### src/rtl/bios_dl_sequencer_if.sv
// -----------------------------------------------------------------------------
// bios_dl_sequencer_if
// Bundles the data_io download stream and the BIOS burst handshake.
//   slave  : sequencer view (consumes ioctl_*, bios_req; drives bios_* results)
//   master : environment view (data_io + SDRAM-side BIOS loader)
// Optional: BIOS_DL_CHECKSUM_EN adds the 16-bit checksum signal.
// -----------------------------------------------------------------------------
interface bios_dl_sequencer_if #(
  parameter int unsigned ADDR_W = 13
);
  logic              ioctl_download;
  logic [7:0]        ioctl_index;
  logic              ioctl_wr;
  logic [24:0]       ioctl_addr;
  logic [7:0]        ioctl_dout;
  logic [ADDR_W-1:0] bios_addr;
  logic [15:0]       bios_din;
  logic              bios_wr;
  logic              bios_req;
  logic              bios_loaded;
  logic              overflow;
`ifdef BIOS_DL_CHECKSUM_EN
  logic [15:0]       checksum;
`endif

  modport slave (
    input  ioctl_download, ioctl_index, ioctl_wr, ioctl_addr, ioctl_dout,
    input  bios_req,
    output bios_addr, bios_din, bios_wr, bios_loaded, overflow
`ifdef BIOS_DL_CHECKSUM_EN
    , output checksum
`endif
  );

  modport master (
    output ioctl_download, ioctl_index, ioctl_wr, ioctl_addr, ioctl_dout,
    output bios_req,
    input  bios_addr, bios_din, bios_wr, bios_loaded, overflow
`ifdef BIOS_DL_CHECKSUM_EN
    , input checksum
`endif
  );
endinterface

### src/rtl/bios_dl_sequencer.sv
// -----------------------------------------------------------------------------
// bios_dl_sequencer
// Pairs ioctl bytes into little-endian 16-bit words, buffers them in a
// two-bank ping-pong buffer and drains each full bank as one burst to the
// BIOS loader under the bios_wr/bios_req handshake.
// Ports:
//   clk_sys : clock (clk_sdr at top level)
//   reset   : asynchronous, active-high reset
//   bus     : bios_dl_sequencer_if.slave (ioctl_* in, bios_req in,
//             bios_addr/bios_din/bios_wr/bios_loaded/overflow out)
// Optional: define BIOS_DL_CHECKSUM_EN to add bus.checksum (sum of streamed
// words modulo 2^16).
// -----------------------------------------------------------------------------
module bios_dl_sequencer #(
  parameter int unsigned BLOCK_WORDS = 32,
  parameter int unsigned ADDR_W      = 13,
  parameter logic [7:0]  DL_INDEX    = 8'd0
) (
  input logic                clk_sys,
  input logic                reset,
  bios_dl_sequencer_if.slave bus
);

  localparam int unsigned PW = $clog2(BLOCK_WORDS);
  localparam logic [PW-1:0] LAST = PW'(BLOCK_WORDS - 1);

  typedef enum logic [1:0] {S_IDLE, S_ARM, S_STREAM, S_WAIT_REL} state_t;

  state_t            r_state;
  logic              r_act;
  logic [7:0]        r_low;
  logic              r_low_pend;
  logic              r_pad;
  logic              r_flush;
  logic [PW-1:0]     r_wptr;
  logic              r_wbank;
  logic [PW-1:0]     r_rptr;
  logic              r_rbank;
  logic [1:0]        r_full;
  logic [ADDR_W-1:0] r_bios_addr;
  logic [15:0]       r_bios_din;
  logic              r_bios_wr;
  logic              r_loaded;
  logic              r_overflow;
  logic [15:0]       r_mem [2*BLOCK_WORDS];
`ifdef BIOS_DL_CHECKSUM_EN
  logic [15:0]       r_checksum;
`endif

  logic          w_act, w_start, w_end;
  logic          w_even_wr, w_odd_wr;
  logic          w_wvalid, w_wdo, w_drop, w_wlast;
  logic [15:0]   w_wdata;
  logic [PW:0]   w_wr_idx, w_rd_idx;
  logic          w_unused;

  // Download qualification and edge detection against the registered copy
  assign w_act     = bus.ioctl_download & (bus.ioctl_index == DL_INDEX);
  assign w_start   = w_act & ~r_act;
  assign w_end     = ~w_act & r_act;
  assign w_even_wr = w_act & bus.ioctl_wr & ~bus.ioctl_addr[0];
  assign w_odd_wr  = w_act & bus.ioctl_wr & bus.ioctl_addr[0];

  // Only bit 0 of the byte address matters; word position comes from r_wptr
  assign w_unused  = ^bus.ioctl_addr[24:1];

  // Word source: pad fill, completed byte pair, or trailing low byte at end
  always_comb begin
    w_wvalid = 1'b0;
    w_wdata  = 16'hFFFF;
    if (r_pad) begin
      w_wvalid = (r_wptr != '0);
    end else if (w_odd_wr) begin
      w_wvalid = 1'b1;
      w_wdata  = {bus.ioctl_dout, r_low};
    end else if (w_end && r_low_pend) begin
      w_wvalid = 1'b1;
      w_wdata  = {8'hFF, r_low};
    end
  end

  assign w_wdo    = w_wvalid & ~r_full[r_wbank] & ~w_start;
  assign w_drop   = w_wvalid & r_full[r_wbank] & ~w_start;
  assign w_wlast  = (r_wptr == LAST);
  assign w_wr_idx = {r_wbank, r_wptr};
  assign w_rd_idx = {r_rbank, r_rptr};

  // Ping-pong buffer storage (no reset: validity is tracked by r_full)
  always_ff @(posedge clk_sys) begin
    if (w_wdo) r_mem[w_wr_idx] <= w_wdata;
  end

  // Writer pointers, drain FSM and status flags
  always_ff @(posedge clk_sys or posedge reset) begin
    if (reset) begin
      r_state     <= S_IDLE;
      r_act       <= 1'b0;
      r_low       <= 8'h00;
      r_low_pend  <= 1'b0;
      r_pad       <= 1'b0;
      r_flush     <= 1'b0;
      r_wptr      <= '0;
      r_wbank     <= 1'b0;
      r_rptr      <= '0;
      r_rbank     <= 1'b0;
      r_full      <= 2'b00;
      r_bios_addr <= '0;
      r_bios_din  <= 16'h0000;
      r_bios_wr   <= 1'b0;
      r_loaded    <= 1'b0;
      r_overflow  <= 1'b0;
`ifdef BIOS_DL_CHECKSUM_EN
      r_checksum  <= 16'h0000;
`endif
    end else begin
      r_act <= w_act;
      if (w_start) begin
        // New download aborts any burst in flight and discards buffered data
        r_state     <= S_IDLE;
        r_bios_wr   <= 1'b0;
        r_low_pend  <= 1'b0;
        r_pad       <= 1'b0;
        r_flush     <= 1'b0;
        r_wptr      <= '0;
        r_wbank     <= 1'b0;
        r_rptr      <= '0;
        r_rbank     <= 1'b0;
        r_full      <= 2'b00;
        r_bios_addr <= '0;
        r_loaded    <= 1'b0;
        r_overflow  <= 1'b0;
`ifdef BIOS_DL_CHECKSUM_EN
        r_checksum  <= 16'h0000;
`endif
      end else begin
        if (w_even_wr) begin
          r_low      <= bus.ioctl_dout;
          r_low_pend <= 1'b1;
        end else if (w_odd_wr || w_end) begin
          r_low_pend <= 1'b0;
        end

        // Pad runs until the partial bank closes (wptr wraps to 0)
        if (w_end) begin
          r_pad <= 1'b1;
        end else if (r_pad && (r_wptr == '0)) begin
          r_pad   <= 1'b0;
          r_flush <= 1'b1;
        end

        if (w_wdo) begin
          if (w_wlast) begin
            r_full[r_wbank] <= 1'b1;
            r_wbank         <= ~r_wbank;
            r_wptr          <= '0;
          end else begin
            r_wptr <= r_wptr + PW'(1);
          end
        end
        if (w_drop) r_overflow <= 1'b1;

        case (r_state)
          S_IDLE: begin
            if (r_full[r_rbank]) r_state <= S_ARM;
          end
          S_ARM: begin
            r_bios_wr <= 1'b1;
            r_rptr    <= '0;
            r_state   <= S_STREAM;
          end
          S_STREAM: begin
            if (bus.bios_req) begin
              r_bios_din <= r_mem[w_rd_idx];
              r_rptr     <= r_rptr + PW'(1);
`ifdef BIOS_DL_CHECKSUM_EN
              if (!r_loaded) r_checksum <= r_checksum + r_mem[w_rd_idx];
`endif
              if (r_rptr == LAST) r_state <= S_WAIT_REL;
            end
          end
          S_WAIT_REL: begin
            // Release only after the loader drops its request
            if (!bus.bios_req) begin
              r_bios_wr       <= 1'b0;
              r_bios_addr     <= r_bios_addr + ADDR_W'(1);
              r_full[r_rbank] <= 1'b0;
              r_rbank         <= ~r_rbank;
              r_state         <= S_IDLE;
            end
          end
          default: r_state <= S_IDLE;
        endcase

        if (r_flush && (r_full == 2'b00) && (r_state == S_IDLE)) r_loaded <= 1'b1;
      end
    end
  end

  assign bus.bios_addr   = r_bios_addr;
  assign bus.bios_din    = r_bios_din;
  assign bus.bios_wr     = r_bios_wr;
  assign bus.bios_loaded = r_loaded;
  assign bus.overflow    = r_overflow;
`ifdef BIOS_DL_CHECKSUM_EN
  assign bus.checksum    = r_checksum;
`endif

endmodule
### src/flat_wrapper.sv
// flat-port wrapper written by rule: the top's interface ports become plain ports
module bios_dl_sequencer_flat 
#(
  parameter int unsigned BLOCK_WORDS = 32,
  parameter int unsigned ADDR_W      = 13,
  parameter logic [7:0]  DL_INDEX    = 8'd0
)
  (clk_sys, reset, bus_ioctl_download, bus_ioctl_index, bus_ioctl_wr, bus_ioctl_addr, bus_ioctl_dout, bus_bios_req, bus_bios_addr, bus_bios_din, bus_bios_wr, bus_bios_loaded, bus_overflow);
  bios_dl_sequencer_if #(.ADDR_W(ADDR_W)) bus_i ();
  input logic clk_sys;
  input logic reset;
  input wire logic [$bits(bus_i.ioctl_download)-1:0] bus_ioctl_download;
  input wire logic [$bits(bus_i.ioctl_index)-1:0] bus_ioctl_index;
  input wire logic [$bits(bus_i.ioctl_wr)-1:0] bus_ioctl_wr;
  input wire logic [$bits(bus_i.ioctl_addr)-1:0] bus_ioctl_addr;
  input wire logic [$bits(bus_i.ioctl_dout)-1:0] bus_ioctl_dout;
  input wire logic [$bits(bus_i.bios_req)-1:0] bus_bios_req;
  output wire logic [$bits(bus_i.bios_addr)-1:0] bus_bios_addr;
  output wire logic [$bits(bus_i.bios_din)-1:0] bus_bios_din;
  output wire logic [$bits(bus_i.bios_wr)-1:0] bus_bios_wr;
  output wire logic [$bits(bus_i.bios_loaded)-1:0] bus_bios_loaded;
  output wire logic [$bits(bus_i.overflow)-1:0] bus_overflow;
  assign bus_i.ioctl_download = bus_ioctl_download;
  assign bus_i.ioctl_index = bus_ioctl_index;
  assign bus_i.ioctl_wr = bus_ioctl_wr;
  assign bus_i.ioctl_addr = bus_ioctl_addr;
  assign bus_i.ioctl_dout = bus_ioctl_dout;
  assign bus_i.bios_req = bus_bios_req;
  assign bus_bios_addr = bus_i.bios_addr;
  assign bus_bios_din = bus_i.bios_din;
  assign bus_bios_wr = bus_i.bios_wr;
  assign bus_bios_loaded = bus_i.bios_loaded;
  assign bus_overflow = bus_i.overflow;
  bios_dl_sequencer #(.BLOCK_WORDS(BLOCK_WORDS), .ADDR_W(ADDR_W), .DL_INDEX(DL_INDEX)) u_core (.clk_sys(clk_sys), .reset(reset), .bus(bus_i));
endmodule
### config.mk
export PLATFORM = sky130hd
export DESIGN_NAME = bios_dl_sequencer_flat
export DESIGN_NICKNAME = d
export VERILOG_FILES = /design/src/rtl/bios_dl_sequencer_if.sv /design/src/rtl/bios_dl_sequencer.sv /design/src/flat_wrapper.sv
export SDC_FILE = /design/constraint.sdc
export NUM_CORES = 1
export LEC_CHECK = 0
export CORE_UTILIZATION = 44
export DETAILED_ROUTE_END_ITERATION = 10
export GPL_TIMING_DRIVEN = 0
export PLACE_DENSITY_LB_ADDON = 0.3
export SLEW_MARGIN = 20
export SYNTH_ARGS = -nofsm -noshare
export SYNTH_HDL_FRONTEND = slang
export SYNTH_SLANG_ARGS = --single-unit
### constraint.sdc
create_clock -name clk_sys -period 4.1 [get_ports clk_sys]
set_clock_uncertainty 0.15 [all_clocks]
set_input_delay 0.82 -clock clk_sys [delete_from_list [all_inputs] [get_ports clk_sys]]
set_output_delay 0.82 -clock clk_sys [all_outputs]
set_load 0.02 [all_outputs]
==> Word level (Yosys, flattened, before mapping) <==
Memories as Yosys holds them, arrays and structs flattened. A register that Yosys moved wholly into a read port is not among the register bits.
Index checks and enable logic that the tools add are counted.
{ "totals": {"ff_bits": 44, "ramBits": 1024, "in_bits": 46, "out_inout_bits": 32, "word_cells": 143, "memories": 1} }
{ "classes": {"n_addsub": 3, "magnitude_cmp": 4, "n_eq_ne": 11, "mux": 59, "n_bitwise": 20, "reduce_logical": 30} }
{ "memory_table": {"columns": ["name", "depth", "word_bits", "read_ports", "rd_ports_with_merged_regs", "write_ports", "line", "text"], "rows": [
  ["u_core.r_mem", 64, 16, 1, 1, 1, "bios_dl_sequencer.sv:45", "logic [15:0] r_mem [2*BLOCK_WORDS];"]
]} }
{ "op_table": {"columns": ["operator", "n"], "rows": [
  ["$mux 13", 3],
  ["$mux 1", 32],
  ["$mux 16", 2],
  ["$mux 5", 5],
  ["$mux 2", 11],
  ["$add 13x1->13 const B", 1],
  ["$reduce_and 2->1", 6],
  ["$reduce_bool 2->1", 6],
  ["$reduce_bool 3->1", 4],
  ["$add 5x1->5 const B", 2],
  ["$and 1x1->1", 10],
  ["$eq 5x5->1 const B", 2],
  ["$pmux 5 s2", 1],
  ["$logic_not 8->1", 1],
  ["$mux 8", 1],
  ["$pmux 2 s4", 1],
  ["$not 1->1", 7],
  ["$logic_and 1x1->1", 6],
  ["$ne 3x1->1 const B", 2],
  ["$ne 3x2->1 const B", 2],
  ["$logic_not 5->1", 1],
  ["$reduce_bool 5->1", 1],
  ["$eq 2x2->1 const B", 2],
  ["$logic_not 2->1", 2],
  ["12 further kinds", 16]
]} }

==> Depth between registers and ports, before layout <==
{ "depth": {"ltp_word": 16, "ltp_mapped": 10, "depth_no_buf": 8} }

==> Least setup slack after synthesis <==
Ideal clock, no wire load.
{ "synth_timing": {"kind": "input port to flip-flop", "startpoint": "in bus_ioctl_index[5]", "endpoint": "mem u_core.r_mem[22][0], enable pin", "setup_time_ns": 0.409, "t_arrival_ns": 3.676, "t_required_ns": 3.541, "slack_ns": -0.136, "cell_stages": 6, "n_path_buf": 1, "cell_sequence": "or4_4 or4_4 a31oi_4 nand2_4 buf_6 nor3_1"} }
{ "synth_between": {"elab_chain_len": 12, "elab_cells_between_ends": 16, "classes_between": "mux (5); bitwise (9); reduce/logical (2)"} }
{ "synth_lines": {"columns": ["item", "line", "text"], "rows": [
  ["start: declaration", "flat_wrapper.sv:13", "input wire logic [$bits(bus_i.ioctl_index)-1:0] bus_ioctl_index;"],
  ["$logic_not 8->1 (*)", "bios_dl_sequencer.sv:58", "assign w_act = bus.ioctl_download & (bus.ioctl_index == DL_INDEX);"],
  ["$and 1x1->1 (*)", "bios_dl_sequencer.sv:58", null],
  ["$not 1->1", "bios_dl_sequencer.sv:60", "assign w_end = ~w_act & r_act;"],
  ["$and 1x1->1", "bios_dl_sequencer.sv:60", null],
  ["$logic_and 1x1->1", "bios_dl_sequencer.sv:76", "end else if (w_end && r_low_pend) begin"],
  ["$mux 1", "bios_dl_sequencer.sv:76", null],
  ["$mux 1", "bios_dl_sequencer.sv:73", "end else if (w_odd_wr) begin"],
  ["$mux 1", "bios_dl_sequencer.sv:71", "if (r_pad) begin"],
  ["$and 1x1->1", "bios_dl_sequencer.sv:82", "assign w_wdo = w_wvalid & ~r_full[r_wbank] & ~w_start;"],
  ["$and 1x1->1 (*)", "bios_dl_sequencer.sv:82", null],
  ["$mux 1 (*)", "bios_dl_sequencer.sv:90", "if (w_wdo) r_mem[w_wr_idx] <= w_wdata;"],
  ["$mux 1 (implied by the code) (*)", "bios_dl_sequencer.sv:90", null],
  ["end: declaration", "bios_dl_sequencer.sv:45", null]
]} }
Every way passes the cells marked *; elsewhere a longest branch is shown, timed or not.

==> Worst setup path in the final report <==
{ "layout_timing": {"startpoint": "in bus_ioctl_index[5]", "endpoint": "mem u_core.r_mem[29][10], enable pin"} }
Same word-level chain as after synthesis.

==> impl_metrics.py <==
metrics = {
    "placement": {
        "dp_slack_ns": -1.057,
        "dpl.hpwl_um": 73080,
        "io_buffers": 53,
        "placed_area_um2": 45910,
        "place_congestion": 0.9734,
    },
    "die": {
        "rows": 113,
        "dieArea_um2": 97830,
        "io_pins": 78,
        "start_util_pct": 44.60,
        "core_um2": 95290,
        "fp.dieH_um": 312.8,
        "die_w_um": 312.8,
    },
    "route": {
        "antenna_left": 0,
        "drc": 0,
        "drt_wl_total_um": 108400,
        "first_pass_iters": 5,
        "drt_iter0_markers": 2796,
        "vias": 22620,
        "viasPerCell": 5.904,
        "avgRoutedWirePerCell_um": 28.30,
    },
    "synthesis": {
        "synth_enable_flop_cells": 1024,
        "muxShareOfSynthArea_pct": 14.39,
        "ys_ff_latch": 1084,
        "syn_inst": 2226,
        "syn_area_per_cell_um2": 19.09,
        "synthTopCellsByArea": "edfxtp_1 72%, mux4_2 7.0%, mux2i_1 6.8%, dfrtp_1 3.5%, a22oi_1 2.2%",
        "synth_xor_area_share_pct": 0.2267,
        "syn_area_um2": 42500,
        "synth_top_family_by_area": "multiplexers",
        "yosys.area.top_type_share_pct": 72.36,
        "ys_dominant_reg_cell": "edfxtp_1",
        "synthAdderAreaFrac_pct": 0.3239,
        "synth_compound_gate_area_share_pct": 4.378,
        "yosysUniqueCellTypes": 55,
        "synth-async-reset-ratio_pct": 5.535,
        "yosysMostFrequentCell": "edfxtp_1",
        "yosys.area_share.simple_pct": 3.421,
        "syn_nets": 2283,
        "yosys.area.top_type": "edfxtp_1",
        "yosys_warnings": 0,
        "synth-seq-area-share_pct": 75.89,
        "yosys-top-cells-count": "1024 x edfxtp_1, 287 x mux2i_1, 132 x mux4_2",
    },
    "global_routing": {
        "antenna_found_initial": 2,
        "first_global_vias": 23150,
        "grt_overflow": 0,
        "grt_pass1_wl_um": 157400,
        "grt_use_total_pct": 22.20,
        "grt_max_degree": 65,
    },
    "min_path": {
        "worstHoldPathType": "input port to async pin",
    },
    "power_and_ir_drop": {
        "p_comb_share_pct": 11.4,
        "p_total_w": 0.02488,
        "p_seq_share_pct": 49.9,
        "p_sw_w": 0.006079,
        "switching_share_pct": 24.44,
        "p_leak_nw": 15.13,
        "peakVddDrop_v": 0.0003675,
        "clkPwrFrac_pct": 38.7,
        "p_int_w": 0.01880,
        "cellPowerDensity_nw_per_um2": 503.1,
    },
    "sta": {
        "setup_viol": 84,
        "max_freq_ghz": 0.2364,
        "fin_crit_ns": 4.230,
        "rsz0062_at_grt": "true",
        "hold_viol_final": 0,
        "slew_violations": 0,
        "fin_ws_ns": -0.1296,
        "max-slew-margin-rel_pct": 19.28,
        "whs_ns": 0.2585,
        "fin_crit_sh_pct": 103.2,
        "worstMarginPinSlew_ns": 1.211,
    },
    "cts": {
        "cts_tree": "built",
        "cts_root_buffer": "clkbuf_16",
        "clock_latency_ns": 0.68,
        "numCtsBuffers": 106,
        "cts.sinks": 1084,
        "hold_buffers": 0,
        "htreeDepth": 3,
        "clk_pin_slew_ns": 0.06,
        "cts_buffer_depth": 3,
    },
    "final_layout": {
        "layout-drive-gt1-share_pct": 21.12,
        "final_area_um2": 49450,
        "insertedDiodeCount": 0,
        "syn_to_final_growth_pct": 16.36,
        "nets": 2537,
        "final_util_pct": 51.89,
    },
    "worst_setup_path": {
        "worstPathArrival_ns": 4.46,
        "cp.required_ns": 4.33,
        "crit-reg2reg-capture": "u_core.bus.bios_din[13]",
        "r2r_slack_ns": 0.10,
        "critical_path.most_common_cell": "or4_4",
        "crit_type": "input port to register",
        "reg2reg_from": "u_core.r_rptr[0]",
        "rr_worst_depth": 9,
        "path_max_fanout": 10,
        "cpPeakStageDelay_ns": 0.71,
        "worstPathCellList": "clkdlybuf4s50_1 > or4_4 > or4_4 > a311oi_2 > nand3_1 > nor2_2 > buf_6",
        "slowest_stage": "nor2_2",
        "worstSetupEndpointType": "register",
        "cp-start-kind": "input port",
    },
    "flow_run": {
        "maxCapViolations": 0,
    },
    "run_status": {
        "outcome": "finished with violations",
        "failed_checks": "setup timing",
    },
}
[worst max path at each step]
| stage | slack [ns] | cells past startpoint | startpoint | endpoint |
|---|---|---|---|---|
| after floorplan | -0.14 | 6 | bus_ioctl_index[5] | u_core.r_mem[22][0] |
| after global placement | -1.94 | 7 | bus_ioctl_index[5] | u_core.r_mem[43][0] |
| after detailed placement | -1.06 | 7 | bus_ioctl_index[5] | u_core.r_mem[54][14] |
| after CTS | -0.01 | 7 | bus_ioctl_index[5] | u_core.r_mem[52][0] |
| after global routing | -0.15 | 7 | bus_ioctl_index[5] | u_core.r_mem[28][9] |
| final | -0.13 | 7 | bus_ioctl_index[5] | u_core.r_mem[29][10] |
[metrics by stage]
| stage | std cells | setup TNS (ns) |
|---|---|---|
| final | 3831 | -6.262 |
| after global routing | 3831 | -8.715 |
| after CTS | 3830 | -0.06740 |
| after detailed placement | 3636 | -605.71 |
| after global placement | 3544 | -1960.18 |
| after floorplan | 2226 | -42.60 |
[layout by cell type, fill, tap and decap left out, types with 7 or more instances in the layout]
| master | Yosys | routed |
|---|---|---|
| inv_1 | 9 | 8 |
| clkbuf_16 | 0 | 107 |
| nand2b_4 | 0 | 7 |
| mux4_2 | 132 | 132 |
| clkinv_2 | 0 | 21 |
| mux2i_1 | 287 | 287 |
| a21oi_1 | 10 | 10 |
| a211o_1 | 17 | 17 |
| buf_6 | 2 | 38 |
| ha_1 | 11 | 11 |
| o2111ai_1 | 16 | 16 |
| buf_1 | 8 | 8 |
| mux2_2 | 24 | 24 |
| nand2_1 | 62 | 61 |
| clkdlybuf4s50_1 | 0 | 53 |
| nor2_1 | 81 | 44 |
| buf_8 | 0 | 10 |
| o21ai_0 | 8 | 8 |
| nor2b_1 | 8 | 8 |
| nor2_2 | 0 | 19 |
| nor3_2 | 0 | 26 |
| nand3_1 | 61 | 60 |
| o2bb2ai_1 | 17 | 17 |
| clkbuf_1 | 76 | 96 |
| buf_4 | 1 | 42 |
| buf_2 | 39 | 39 |
| xor2_1 | 7 | 7 |
| bufinv_16 | 0 | 12 |
| a221oi_1 | 15 | 15 |
| a22oi_1 | 125 | 125 |
| clkinv_1 | 1 | 17 |
| edfxtp_1 | 1024 | 1024 |
| nand3b_1 | 7 | 7 |
| nor2_4 | 0 | 18 |
| or2_4 | 0 | 8 |
| dfrtp_1 | 60 | 60 |
| or3_1 | 7 | 7 |
| a31oi_1 | 20 | 20 |
[registers in the layout, summed over array words and instances, names as in the netlist, 2 cells and up]
name	flops
u_core.r_mem	1024
u_core.bus.bios_din	16
u_core.bus.bios_addr	13
u_core.r_low	8
u_core.r_rptr	5
u_core.r_wptr	5
u_core.r_full	2
u_core.r_state	2
[power groups by stage]
stage / registers (W) / logic, W / clock network [W]
3_3_place_gp: 0.0126 / 0.00260 / 0
3_5_place_dp: 0.0126 / 0.00276 / 0
2_1_floorplan: 0.0127 / 0.00159 / 0
4_1_cts: 0.0124 / 0.00280 / 0.00975
5_1_grt: 0.0124 / 0.00300 / 0.0101
6_report: 0.0124 / 0.00283 / 0.00962
[logic make-up (layout without fill, tap and decap cells)]
| group | after synthesis | after routing |
|---|---|---|
| flops | 1084 | 1084 |
| mux | 443 | 443 |
| simple gates | 299 | 299 |
| compound gates | 241 | 241 |
| buf+inv | 137 | 477 |
| fa+ha+maj | 11 | 11 |
| xor+xnor | 11 | 11 |
[routing by layer]
layer	GRT usage (%)	up-vias	wire length, um
li1	-	9596	-
met1	30.33	11910	44050
met2	36.20	956	52530
met3	3.871	154	8424
met4	7.461	2	3378
met5	0	-	12
[area by class of cell]
cell class / instances / area (um2)
Fill cell: 7440 / 45850
Sequential cell: 1084 / 32250
Multi-Input combinational cell: 1005 / 10070
Clock buffer: 132 / 2781
Tap cell: 1265 / 1583
Timing Repair Buffer: 146 / 1529
Clock inverter: 62 / 643.1
Buffer: 126 / 545.5
Inverter: 11 / 43.79
[worst max-delay path, delay by kind of cell]
family	cells	cell delay, ns
AO/OA/AOI/OAI	1	0.59
AND/OR/NAND/NOR	4	2.36
buffers and inverters	2	0.67
[repair_timing]
action	in CTS	in global routing
endpoints found under the setup margin	202	193
endpoints found under the hold margin	0	0
buffers inserted	0	1
gates resized for setup	14	9
pin swaps	0	1
cloned	0	0
No activity file was read; power rests on OpenSTA's default activity.
